<file path="src/rtl/pipeline_control.sv">
// pipeline_control: central stall/flush controller for the 5-stage pipeline.
// Arbitrates load-use, multi-cycle EX and MEM exception requests.
module pipeline_control #(
  parameter int COUNTER_WIDTH = 32
) (
  input  logic                     clock,
  input  logic                     reset,
  input  logic                     id_stall_request,
  input  logic                     ex_start,
  input  logic                     ex_done,
  input  logic                     exception_request,
  input  logic [31:0]              exception_vector,
  input  logic                     stall_count_clear,
  output logic [5:0]               stall,
  output logic                     flush,
  output logic [31:0]              flush_pc,
  output logic                     busy,
  output logic [COUNTER_WIDTH-1:0] stall_cycles
);

  typedef enum logic [1:0] {
    RUN,
    EX_WAIT,
    FLUSH
  } state_t;

  localparam logic [5:0] STALL_ALL = 6'b111111;
  localparam logic [5:0] STALL_EX  = 6'b001111;
  localparam logic [5:0] STALL_ID  = 6'b000111;

  state_t     state;
  state_t     state_next;
  logic [5:0] stall_raw;
  logic       busy_raw;

  always_ff @(posedge clock or negedge reset) begin
    if (!reset) begin
      state <= RUN;
    end else begin
      state <= state_next;
    end
  end

  // Requests overlap freely, so arbitration is strictly ordered.
  always_comb begin
    state_next = state;
    stall_raw  = '0;
    busy_raw   = 1'b0;
    priority case (1'b1)
      exception_request: begin
        stall_raw  = STALL_ALL;
        state_next = FLUSH;
      end
      state == FLUSH: begin
        state_next = RUN;
      end
      state == EX_WAIT: begin
        if (ex_done) begin
          state_next = RUN;
        end else begin
          stall_raw = STALL_EX;
          busy_raw  = 1'b1;
        end
      end
      ex_start: begin
        if (!ex_done) begin
          stall_raw  = STALL_EX;
          busy_raw   = 1'b1;
          state_next = EX_WAIT;
        end
      end
      id_stall_request: begin
        stall_raw = STALL_ID;
      end
      default: begin
        stall_raw = '0;
      end
    endcase
  end

  assign stall = reset ? stall_raw : '0;
  assign busy  = reset ? busy_raw  : 1'b0;
  assign flush = (state == FLUSH);

  always_ff @(posedge clock or negedge reset) begin
    if (!reset) begin
      flush_pc <= '0;
    end else if (exception_request) begin
      flush_pc <= exception_vector;
    end
  end

  always_ff @(posedge clock or negedge reset) begin
    if (!reset) begin
      stall_cycles <= '0;
    end else if (stall_count_clear) begin
      stall_cycles <= '0;
    end else if ((|stall) && !(&stall_cycles)) begin
      stall_cycles <= stall_cycles + COUNTER_WIDTH'(1);
    end
  end

endmodule

</file>
<file path="config.mk">
export PLATFORM = sky130hd
export DESIGN_NAME = pipeline_control
export DESIGN_NICKNAME = d
export VERILOG_FILES = /design/src/rtl/pipeline_control.sv
export SDC_FILE = /design/constraint.sdc
export NUM_CORES = 1
export LEC_CHECK = 0
export CORE_MARGIN = 2
export CORE_UTILIZATION = 41
export CTS_CLUSTER_DIAMETER = 50
export DETAILED_ROUTE_END_ITERATION = 8
export PLACE_DENSITY = 0.77
export SYNTH_ARGS = -nofsm -noshare
export SYNTH_HDL_FRONTEND = slang
export SYNTH_SLANG_ARGS = --single-unit
</file>
<file path="constraint.sdc">
create_clock -name clock -period 5.55 [get_ports clock]
set_clock_uncertainty 0.05 [all_clocks]
set_input_delay 0.555 -clock clock [delete_from_list [all_inputs] [get_ports clock]]
set_output_delay 0.555 -clock clock [all_outputs]
set_load 0.01 [all_outputs]
</file>
==> impl_metrics.env <==
export IMPL_status="finished clean"
export IMPL_grt_util_all_layers_pct=19.0
export IMPL_stdcell_count=504
export IMPL_cts_hold_buffers_added=0
export IMPL_ys_ff_latch=66
export IMPL_ant_nets=0
export IMPL_ys_flop_type="dfrtp_1"
export IMPL_worstSetupStartpointType="input port"
export IMPL_ys_types=37
export IMPL_drt_iter0_drc=190
export IMPL_met2_usage_pct=30.3
export IMPL_final_period_utilization_pct=58.1
export IMPL_die_area_um2=8510
export IMPL_antenna_found_initial=0
export IMPL_r2r_start="stall_cycles[1]$_DFFE_PN0P_"
export IMPL_whs_ns=0.388
export IMPL_cts_tree="yes"
export IMPL_cts_resized=0
export IMPL_wl_per_cell_um=16.0
export IMPL_drc_errors=0
export IMPL_cts_buffers=9
export IMPL_ys_seq_area_share_pct=51.7
export IMPL_post_cts_buffers=0
export IMPL_syn_nets=335
export IMPL_irDropWorstVdd_uv=168
export IMPL_ios=111
export IMPL_synthTopCellsByCount="dfrtp_1 (66), mux2_2 (33), a21oi_1 (29)"
export IMPL_first_pass_iters=5
export IMPL_globalplace_congestion=0.789
export IMPL_clk_pin_slew_ns=0.07
export IMPL_intPower_mw=0.816
export IMPL_rows=32
export IMPL_synth_top_area_cell="dfrtp_1"
export IMPL_cp_end_kind="output port"
export IMPL_crit_type="in -> out"
export IMPL_worst_path_max_fanout=16
export IMPL_core_area_um2=7650
export IMPL_grt_pass1_wl_mm=12.7
export IMPL_finalHoldViolCount=0
export IMPL_cellLeakagePower_nw=1.73
export IMPL_pre_cts_ws_ns=2.32
export IMPL_final_nets=440
export IMPL_setup_viol=0
export IMPL_setup_slack_ns=2.33
export IMPL_synth_top_cell_area_share_pct=51.7
export IMPL_placed_cells=488
export IMPL_synth_edf_count=0
export IMPL_syn_avg_cell_area_um2=10.9
export IMPL_grt_pass1_vias=2550
export IMPL_cp_arrival_ns=2.62
export IMPL_ys_warn_count=0
export IMPL_syn_inst=292
export IMPL_dpl_instance_area_um2=4340
export IMPL_antenna_cells=0
export IMPL_synthArstFlopShare_pct=100
export IMPL_r2r_end="stall_cycles[30]$_DFFE_PN0P_"
export IMPL_cts_htree_levels=3
export IMPL_overflow=0
export IMPL_grt_max_degree=69
export IMPL_fin_tns_setup_ns=0
export IMPL_min_period_ns=3.22
export IMPL_ff2ff_path_depth=6
export IMPL_p_clk_share_pct=37.1
export IMPL_worst_hold_path_type="in -> async"
export IMPL_dpl_hpwl_mm=5.69
export IMPL_fin_area_um2=4540
export IMPL_finalPower_mw=1.10
export IMPL_start_util_pct=41.8
export IMPL_slew_headroom_pct=18.6
export IMPL_wirelength_mm=8.06
export IMPL_netlist_area_um2=3190
export IMPL_die_height_um=92.3
export IMPL_swShare_pct=25.8
export IMPL_via_per_inst=5.40
export IMPL_max_freq_mhz=310
export IMPL_cts_root_buf="clkbuf_8"
export IMPL_grtUsageMet3_pct=5.51
export IMPL_area_growth_pct=42.3
export IMPL_p_sw_mw=0.284
export IMPL_via_count=2720
export IMPL_clockBufferDepth=2
export IMPL_p_comb_share_pct=15.5
export IMPL_synth_most_common_cell="dfrtp_1"
export IMPL_cp_required_ns=4.95
export IMPL_final_max_slew_viol_count=0
export IMPL_clkSinkCount=66
export IMPL_ys_top_cells_by_area="dfrtp_1 (52%), mux2_2 (12%), o31ai_1 (5.2%), or4_1 (5.2%), a21oi_1 (4.5%)"
export IMPL_worst_pin_slew_ns=1.22
export IMPL_p_seq_share_pct=47.4
export IMPL_rsz0062_at_grt="no"
export IMPL_drive_gt1_share_pct=14.2
export IMPL_port_buffers=110
export IMPL_rrSetupSlack_ns=2.70
export IMPL_clkLatencyLatePin_ns=0.34
export IMPL_utilization_pct=59.4
export IMPL_drv_cap=0
export IMPL_top_usage_layer="met2"
export IMPL_die_w_um=92.3
export IMPL_grtUsageMet1_pct=24.8
export IMPL_power_density_nw_per_um2=242
[cells in the final DEF, fill, tap and decap left out, types with 2 or more instances in the layout]
cell type          n
o21ai_0            8
nor4_1             2
and2_1             2
o31ai_1           22
a21oi_1           29
or4_1             22
dfrtp_1           66
clkinvlp_4         3
clkinv_4           2
buf_4              2
clkbuf_8           9
nand4_1           10
nor3_1             2
mux2_2            33
and4_1             2
nand3_1           12
nor2_1            13
inv_1             11
nand2_1           13
ha_1               4
clkdlybuf4s50_1  109
and3_1             3
or3_1              6
[registers in the layout, indices dropped and copies added, names as in the netlist]
signal        cells
flush_pc         32
state             2
stall_cycles     32
[cell families (layout without fill, tap and decap cells)]
logic type               count (synthesis)  in the layout  synth area share (%)
adder cells (fa/ha/maj)                  4              4                  1.57
flip-flops                              66             66                  51.7
XOR/XNOR                                 2              2                 0.548
multiplexers                            34             34                  11.9
buffers and inverters                   29            139                  4.15
AO/OA/AOI/OAI                           63             63                  12.3
AND/OR/NAND/NOR                         94             94                  17.7
[final cells by class]
type	count	area [µm²]
fillers	622	3100
flip-flops and latches	66	1650
multi-input cells	197	1410
repair buffers	112	1110
well taps	102	128
clock buffers	9	124
clock inverters	7	78.8
inverters	11	41.3
[power by group through the flow]
stage          combinational (mW)  clock (mW)  sequential [mW]
3_3_place_gp                0.168           0            0.529
3_5_place_dp                0.171           0            0.530
6_report                    0.170       0.408            0.521
4_1_cts                     0.172       0.419            0.521
5_1_grt                     0.182       0.438            0.525
2_1_floorplan              0.0564           0            0.541
[worst max-delay path: stages]
cell,delay (ns)
clkdlybuf4s50_1,0.91
inv_1,0.20
o311a_2,0.20
nor2_1,0.17
clkdlybuf4s50_1,0.57
[routing by layer]
| metal | up-vias | wire [µm] |
|---|---|---|
| met5 | - | 0 |
| met4 | 0 | 203 |
| met3 | 17 | 401 |
| met2 | 74 | 3990 |
| met1 | 1310 | 3460 |
| li1 | 1319 | - |
[worst max path at each step]
stage	start	slack [ns]	cells after the start	to
6_report	exception_request	2.33	5	stall[2]
5_1_grt	exception_request	2.20	5	stall[2]
4_1_cts	exception_request	2.36	5	stall[2]
3_5_place_dp	exception_request	2.32	5	stall[2]
3_3_place_gp	exception_request	2.37	5	stall[2]
2_1_floorplan	state[0]$_DFFE_PN0P_	3.07	8	stall_cycles[13]$_DFFE_PN0P_
No activity file was read; power rests on OpenSTA's default activity.
